**src/rtl/inst_fetch.sv**
```systemverilog
// Instruction fetch stage: holds the PC, reads four ROM bytes per cycle and
// presents a little-endian 32-bit instruction to decode over valid/ready.
// Redirects take priority; misaligned or out-of-range PCs park the stage in FAULT.
module inst_fetch #(
  parameter logic [31:0] RESET_PC = 32'h0000_0000,
  parameter int unsigned ADDR_W   = 11
) (
  input  logic              clk,
  input  logic              rst,
  input  logic              redirect_valid,
  input  logic [31:0]       redirect_pc,
  input  logic              if_ready,
  output logic              if_valid,
  output logic [31:0]       if_pc,
  output logic [31:0]       if_inst,
  output logic              fetch_fault,
  output logic              rom_re,
  output logic [ADDR_W-1:0] rom_addr0,
  output logic [ADDR_W-1:0] rom_addr1,
  output logic [ADDR_W-1:0] rom_addr2,
  output logic [ADDR_W-1:0] rom_addr3,
  input  logic [7:0]        rom_data0,
  input  logic [7:0]        rom_data1,
  input  logic [7:0]        rom_data2,
  input  logic [7:0]        rom_data3
);

  typedef enum logic [1:0] {ST_IDLE, ST_RUN, ST_FAULT} state_t;

  state_t            state_q, state_d;
  logic [31:0]       fetch_pc_q, fetch_pc_d;
  logic [31:0]       if_pc_q, if_pc_d;
  logic [31:0]       if_inst_q, if_inst_d;
  logic              if_valid_q, if_valid_d;
  logic              fetch_fault_q, fetch_fault_d;
  logic              adv;
  logic              fetch_bad;
  logic              fetch_en;
  logic [ADDR_W-1:0] rom_addr [4];

  // A PC is unusable if it is not word aligned or lies beyond the ROM.
  function automatic logic is_bad(input logic [31:0] pc);
    return (pc[1:0] != 2'b00) || (pc[31:ADDR_W] != '0);
  endfunction

  // Byte addresses PC+0..PC+3; driven regardless of rom_re.
  for (genvar gi = 0; gi < 4; gi++) begin : g_addr
    assign rom_addr[gi] = fetch_pc_q[ADDR_W-1:0] + ADDR_W'(gi);
  end

  assign rom_addr0 = rom_addr[0];
  assign rom_addr1 = rom_addr[1];
  assign rom_addr2 = rom_addr[2];
  assign rom_addr3 = rom_addr[3];

  // Output register is free when empty or being consumed this cycle.
  assign adv       = !if_valid_q || if_ready;
  assign fetch_bad = is_bad(fetch_pc_q);
  assign fetch_en  = (state_q == ST_RUN) && adv && !fetch_bad && !redirect_valid;
  assign rom_re    = fetch_en;

  assign if_valid    = if_valid_q;
  assign if_pc       = if_pc_q;
  assign if_inst     = if_inst_q;
  assign fetch_fault = fetch_fault_q;

  // Next-state logic: redirect first, then per-state fetch/drain behaviour.
  always_comb begin
    state_d       = state_q;
    fetch_pc_d    = fetch_pc_q;
    if_pc_d       = if_pc_q;
    if_inst_d     = if_inst_q;
    if_valid_d    = if_valid_q && !if_ready;
    fetch_fault_d = fetch_fault_q;

    if (redirect_valid) begin
      // The held word is flushed even if decode is ready this cycle.
      if_valid_d = 1'b0;
      fetch_pc_d = redirect_pc;
      if (is_bad(redirect_pc)) begin
        state_d       = ST_FAULT;
        fetch_fault_d = 1'b1;
      end else begin
        state_d       = ST_RUN;
        fetch_fault_d = 1'b0;
      end
    end else begin
      case (state_q)
        ST_IDLE: state_d = ST_RUN;
        ST_RUN: begin
          if (fetch_bad) begin
            state_d       = ST_FAULT;
            fetch_fault_d = 1'b1;
          end else if (adv) begin
            if_inst_d  = {rom_data3, rom_data2, rom_data1, rom_data0};
            if_pc_d    = fetch_pc_q;
            if_valid_d = 1'b1;
            fetch_pc_d = fetch_pc_q + 32'd4;
          end
        end
        ST_FAULT: state_d = ST_FAULT;
        default:  state_d = ST_IDLE;
      endcase
    end
  end

  // State register with asynchronous reset.
  always_ff @(posedge clk or posedge rst) begin
    if (rst) begin
      state_q       <= ST_IDLE;
      fetch_pc_q    <= RESET_PC;
      if_pc_q       <= 32'd0;
      if_inst_q     <= 32'd0;
      if_valid_q    <= 1'b0;
      fetch_fault_q <= 1'b0;
    end else begin
      state_q       <= state_d;
      fetch_pc_q    <= fetch_pc_d;
      if_pc_q       <= if_pc_d;
      if_inst_q     <= if_inst_d;
      if_valid_q    <= if_valid_d;
      fetch_fault_q <= fetch_fault_d;
    end
  end

endmodule

```
**config.mk**
```make
export PLATFORM = sky130hd
export DESIGN_NAME = inst_fetch
export DESIGN_NICKNAME = d
export VERILOG_FILES = /design/src/rtl/inst_fetch.sv
export SDC_FILE = /design/constraint.sdc
export NUM_CORES = 1
export LEC_CHECK = 0
export CAP_MARGIN = 25
export CORE_MARGIN = 1.5
export CORE_UTILIZATION = 28
export CTS_CLUSTER_DIAMETER = 30
export DETAILED_ROUTE_END_ITERATION = 10
export GPL_ROUTABILITY_DRIVEN = 0
export PLACE_DENSITY = 0.65
export SYNTH_ARGS = -nofsm -noshare
export SYNTH_HDL_FRONTEND = slang
export SYNTH_SLANG_ARGS = --single-unit
```
**constraint.sdc**
```tcl
create_clock -name clk -period 4.65 [get_ports clk]
set_input_delay 0.6975 -clock clk [delete_from_list [all_inputs] [get_ports clk]]
set_output_delay 0.6975 -clock clk [all_outputs]
set_load 0.005 [all_outputs]
```
==> results of run 1 <==
routing by layer:
metal | GRT usage [%] | wire length, um | vias to the layer above
li1 | - | - | 1639
met1 | 19.0 | 5560 | 1702
met2 | 22.8 | 6070 | 129
met3 | 2.89 | 711 | 17
met4 | 6.28 | 246 | 0
met5 | 0 | 0 | -
how the worst min path moves through the flow:
stage / from / to / slack (ns) / cells past startpoint
4_1_cts: if_pc[30] / if_pc[30] / 0.49 / 1
2_1_floorplan: if_pc[11] / if_pc[11] / 0.48 / 1
6_report: if_pc[31] / if_pc[31] / 0.49 / 1
3_5_place_dp: if_pc[23] / if_pc[23] / 0.47 / 1
3_3_place_gp: if_pc[31] / if_pc[31] / 0.47 / 1
5_1_grt: if_pc[30] / if_pc[30] / 0.50 / 1
flip-flops by register name (all words and copies together), names as in the netlist:
name	flops
fetch_pc_q	32
if_inst	32
if_pc	32
state_q	2
fetch_fault	1
if_valid	1
cell type report:
class                           instances  share of cell area [%]
Sequential cell                       100                    36.4
Timing Repair Buffer                  181                    26.3
Inverter                               11                   0.638
Clock buffer                           12                    3.44
Tap cell                              220                    4.01
Clock inverter                          4                   0.346
Multi-Input combinational cell        238                    28.8
layout by cell type (no fill, tap or decap), types with 3 or more instances in the layout:
master           Yosys  layout
xor2_1               9       9
clkbuf_16            0       9
buf_4               13       3
nand3_1              9       9
inv_1               11      10
nand2b_1             3       3
dfrtp_1            100     100
a21oi_1              4       4
clkdlybuf4s50_1      0     178
clkbuf_1            14       3
nor2_1              17      17
or4_1                4       4
nor3_1               6       6
mux2_1              11      11
xnor2_1             17      17
o21ai_0              4       4
nand2_1             18      18
o31ai_1              6       6
and2_1              23      23
nor4_2               3       3
ha_1                 8       8
nor4_1               6       6
nor2b_1              4       4
nand4_1             11      11
mux2_2              25      25
mux2_4              28      28
clkinv_2             0       3
a31oi_1              5       5
cells in the mapped netlist (11+ instances only):
library cell	instances	share of area, %
mux2_2	25	5.9
inv_1	11	0.87
clkbuf_1	14	1.1
mux2_1	11	2.6
xnor2_1	17	3.1
mux2_4	28	8.9
nand4_1	11	1.5
nand2_1	18	1.4
dfrtp_1	100	53
buf_4	13	2.1
nor2_1	17	1.3
and2_1	23	3.0
metrics by stage:
| stage | cells | worst slack (ns) | power (W) | utilization (%) | area, um^2 |
|---|---|---|---|---|---|
| after floorplan | 386 | 1.33 | 0.00108 | - | 4740 |
| after global placement | 750 | 1.05 | 0.00126 | 39.8 | 6610 |
| after detailed placement | 750 | 1.02 | 0.00126 | 39.8 | 6610 |
| after CTS | 766 | 0.733 | 0.00196 | 41.4 | 6870 |
| after global routing | 766 | 0.594 | 0.00202 | 41.4 | 6870 |
| final | 766 | 0.759 | 0.00193 | 41.4 | 6870 |
cell families after synthesis:
kind of cell / synth area share (%)
fa+ha+maj: 2.11
simple gates: 13.6
compound gates: 3.61
buf+inv: 5.49
flops: 52.8
mux: 17.6
xor+xnor: 4.80
worst reg2reg max path, delay by kind of cell, from the launching register on:
kind | cells | cell delay [ns]
DFF | 1 | 0.54
buffers and inverters | 2 | 0.63
and+or+nand+nor | 3 | 1.32
adders and majority gates | 1 | 0.16
muxes | 1 | 0.46
power groups by stage:
| stage | Clock (W) | Sequential (W) | Combinational, W |
|---|---|---|---|
| after floorplan | 0 | 0.000931 | 0.000147 |
| after global placement | 0 | 0.000959 | 0.000297 |
| after detailed placement | 0 | 0.000962 | 0.000301 |
| after CTS | 0.000717 | 0.000945 | 0.000303 |
| after global routing | 0.000743 | 0.000950 | 0.000323 |
| final | 0.000685 | 0.000945 | 0.000298 |
==> metrics.txt, run 1 <==
pin count of the biggest net entering global routing=65; Cell Area, Synth=0.00474 mm^2; CP Capture Point=rom_re; r2r endpoint=if_inst[21]; CTS H-Tree Depth=3; CP delay by family, top=simple AND/OR/NAND/NOR gates; total CTS buffers=9; combinational power share=15.4%; Most common cell on crit path=inv_1; period utilization=83.7%; hpwl dp=9150 um; final setup fails=0; remaining antenna violation count=0; final WL=12600 um; register area share after synthesis=52.8%; Iteration-0 DRC Markers=170; Clock Tree Buf Depth=2; Worst R2R Start=fetch_pc_q[0]; hold-fix buffers at CTS=0; CP endpoint kind=primary output; layout cell share with drive strength beyond 1=13.9%; Setup Skew=0.0106 ns; Worst Tran Pin Value=0.898 ns; multi-input combinational cell area=0.00198 mm^2; worst min-delay path class=register to register; Max-Cap Viols=0; Worst Path Required=3.95 ns; Setup crit start kind=register; syn nets=462; via count=3487; Crit Path Category=register to primary output; Die Y=133 um; vias in the first global route=3585; Crit path depth=7; min cycle time layout=3.89 ns; power share of the clock group=35.5%; # port buffers=178; slowest stage delay, CP=0.60 ns; RSZ-0062 raised after global routing=false; Post-synth ARST share=100%; yosys warns=0; Clock transition at path regs=0.07 ns; Die Span X=133 um; highest ir drop seen on vdd=0.151 mV; Die ar.=0.0177 mm^2; Net Sw Frac=25.0%; DRC viols=0; total gr overflow=0; status=complete, no violations; P_sw=0.000482 W; Post-synth top flop=dfrtp_1; Total Nets Final=617; routed len/inst=16.4 um; area grow syn2layout=44.8%; cells after synthesis=386; Synth Register Bits=100; FF-to-FF path depth=7; maximum clock rate=0.257 GHz; Filler cells=1569; first-pass GRT wire length=20000 um; latest clock arrival within the worst-skew pair=0.34 ns; CTS tree=yes; Arr. time, crit path=3.19 ns; Slowest cell on crit path=or3_2; Ports=179; Setup Buffers After CTS=0; Final Slew Violations=0; Pleak=3.03 nW; Starting Density=28.6%; final hold slack=0.485 ns; Core ar.=0.0166 mm^2; Vias per Instance=4.55; Sequential Area=0.00250 mm^2; Seq pwr share=49.0%; CP Cell Sequence=inv_1 > ha_1 > nor4b_2 > nand4_1 > or3_2 > inv_1 > clkdlybuf4s50_1; setup_tns=0 ns; Rows=47; Slew headroom=40.1%; Final Hold Viols=0; crit path from=fetch_pc_q[0]; CTS Root Cell=clkbuf_16; worst-path fanout max=13; antenna violations before repair=0; # diodes=0; DRT Pass-1 Iters=4; FF-to-FF setup slack=1.43 ns; cts repair resizes=0; gr usage total=14.3%; Post-synth EDFFs=0; synth unique cells=40; pwr dens=281 mW/mm^2; Clock Sinks=100; Syn Area/Cell=12.3 um^2; number of buffers and inverters on the critical path=3; Pint=0.00145 W
No activity file was read; power rests on OpenSTA's default activity.
==> run 2: changes to the inputs <==
--- a/config.mk
+++ b/config.mk
@@ -11,7 +11,7 @@
 export CTS_CLUSTER_DIAMETER = 30
 export DETAILED_ROUTE_END_ITERATION = 10
 export GPL_ROUTABILITY_DRIVEN = 0
-export PLACE_DENSITY = 0.65
+export PLACE_DENSITY = 0.67
 export SYNTH_ARGS = -nofsm -noshare
 export SYNTH_HDL_FRONTEND = slang
 export SYNTH_SLANG_ARGS = --single-unit
==> constraint.sdc (replaced) <==
create_clock -name clk -period 3.4 [get_ports clk]
set_input_delay 0.51 -clock clk [delete_from_list [all_inputs] [get_ports clk]]
set_output_delay 0.51 -clock clk [all_outputs]
set_load 0.005 [all_outputs]
==> run 2 against run 1 <==
Against the previous run: die area is the same; sequential power increased by 37%; routed wire length is 0.58% lower; final area grew 2.0%; final cell count is 0.65% higher; global-route usage rose by 0.34 points; sequential share of layout area fell by 0.71 points; via count rose by 1.2%; count of clock-buffer cells in the layout decreased by 1; clock skew shrank 0.0064 ns; largest cell class unchanged.
==> metrics.txt, run 2 (synthesized netlist as in run 1, its figures left out) <==
Die Y=133 um; min cycle time layout=3.18 ns; final worst slack=0.223 ns; total CTS buffers=9; worst min-delay path class=primary input to async pin; DRT Pass-1 Iters=4; Core ar.=0.0166 mm^2; Worst Path Required=2.89 ns; leading cell types in the layout, fill and taps excluded=178 x clkdlybuf4s50_1, 100 x dfrtp_1, 28 x mux2_4; antenna violations before repair=0; met2 wire length=6050 um; final setup fails=0; Arr. time, crit path=2.67 ns; Vias per Instance=4.58; Setup Skew=0.00414 ns; commonest non-fill, non-tap cell in the layout=clkdlybuf4s50_1; area grow syn2layout=47.7%; cts repair resizes=0; Die ar.=0.0177 mm^2; DRC viols=0; slowest stage delay, CP=0.62 ns; Final Hold Viols=0; number of buffers and inverters on the critical path=1; hold-fix buffers at CTS=0; CTS H-Tree Depth=3; vias in the first global route=3707; final WL=12500 um; CP Cell Sequence=ha_1 > and3_1 > nand4_1 > nor2_1 > xor2_1 > clkdlybuf4s50_1; # diodes=0; pwr dens=410 mW/mm^2; Total Nets Final=623; fin area=0.00700 mm^2; Clock Sinks=100; routed len/inst=16.2 um; setup_tns=0 ns; Filler cells=1579; hpwl dp=9030 um; CP endpoint kind=primary output; gr usage total=14.7%; Rows=47; total gr overflow=0; worst-path fanout max=10; Pleak=3.09 nW; Worst Tran Pin Value=0.902 ns; Ports=179; pin count of the biggest net entering global routing=76; Die Span X=133 um; layout cell share with drive strength beyond 1=14.9%; Slowest cell on crit path=dfrtp_1; first-pass GRT wire length=20300 um; Setup crit start kind=register; Clock Tree Buf Depth=2; latest clock arrival within the worst-skew pair=0.34 ns; status=complete, no violations; wire length on met1=5390 um; fin util=42.2%; placed inst area=0.00664 mm^2; DR top layer=met4; CP delay by family, top=simple AND/OR/NAND/NOR gates; met3 WL=835 um; Slew headroom=39.9%; maximum clock rate=0.315 GHz; Max-Cap Viols=0; period utilization=93.4%; dpl ws=0.524 ns; highest ir drop seen on vdd=0.213 mV; Starting Density=28.6%; via count=3528; Iteration-0 DRC Markers=153; RSZ-0062 raised after global routing=false; remaining antenna violation count=0; # port buffers=178; Final Slew Violations=0; CTS Root Cell=clkbuf_16; Crit Path Category=register to primary output; total power=0.00287 W; CTS tree=yes; Clock transition at path regs=0.07 ns; Setup Buffers After CTS=0
==> run 2: final cells by class <==
| class | instances | area [um^2] | area share, % |
|---|---|---|---|
| flip-flops and latches | 100 | 2500 | 35.7 |
| well taps | 220 | 275 | 3.93 |
| multi-input cells | 238 | 1980 | 28.3 |
| repair buffers | 187 | 1870 | 26.7 |
| inverters | 11 | 43.8 | 0.625 |
| clock inverters | 4 | 98.8 | 1.41 |
| clock buffers | 11 | 233 | 3.32 |
==> run 2: worst paths after layout <==
path                           startpoint             end  slack (ns)  cells past startpoint
setup / recovery            fetch_pc_q[3]   rom_addr3[10]        0.22                      6
hold / removal                        rst     if_inst[17]        0.45                      2
setup reg to reg           fetch_pc_q[16]     if_inst[30]        0.83                      6
hold reg to reg                 if_pc[19]       if_pc[19]        0.49                      1
max in group asynchronous             rst  fetch_pc_q[21]        2.18                      4
min in group clk                if_pc[19]       if_pc[19]        0.49                      1
==> run 2: metal layers <==
metal  track usage [%]  up-vias
met2              24.6      147
met3              3.65       13
met4              5.50        0
met5                 0        -
li1                  -     1653
met1              18.3     1715
==> run 2: power breakdown <==
part	internal (W)	switching [W]	total [W]	leakage, nW
clock network	0.000718	0.000444	0.00116	0.160
logic	0.000262	0.000160	0.000422	1.62
registers	0.00123	0.0000598	0.00129	1.31
total	0.00221	0.000664	0.00287	3.09
==> run 2: per-stage QoR <==
stage                     instances  hold WS, ns
after floorplan                 386        0.478
after global placement          755        0.469
after global routing            771        0.443
after CTS                       770        0.491
after detailed placement        755        0.470
final                           771        0.451
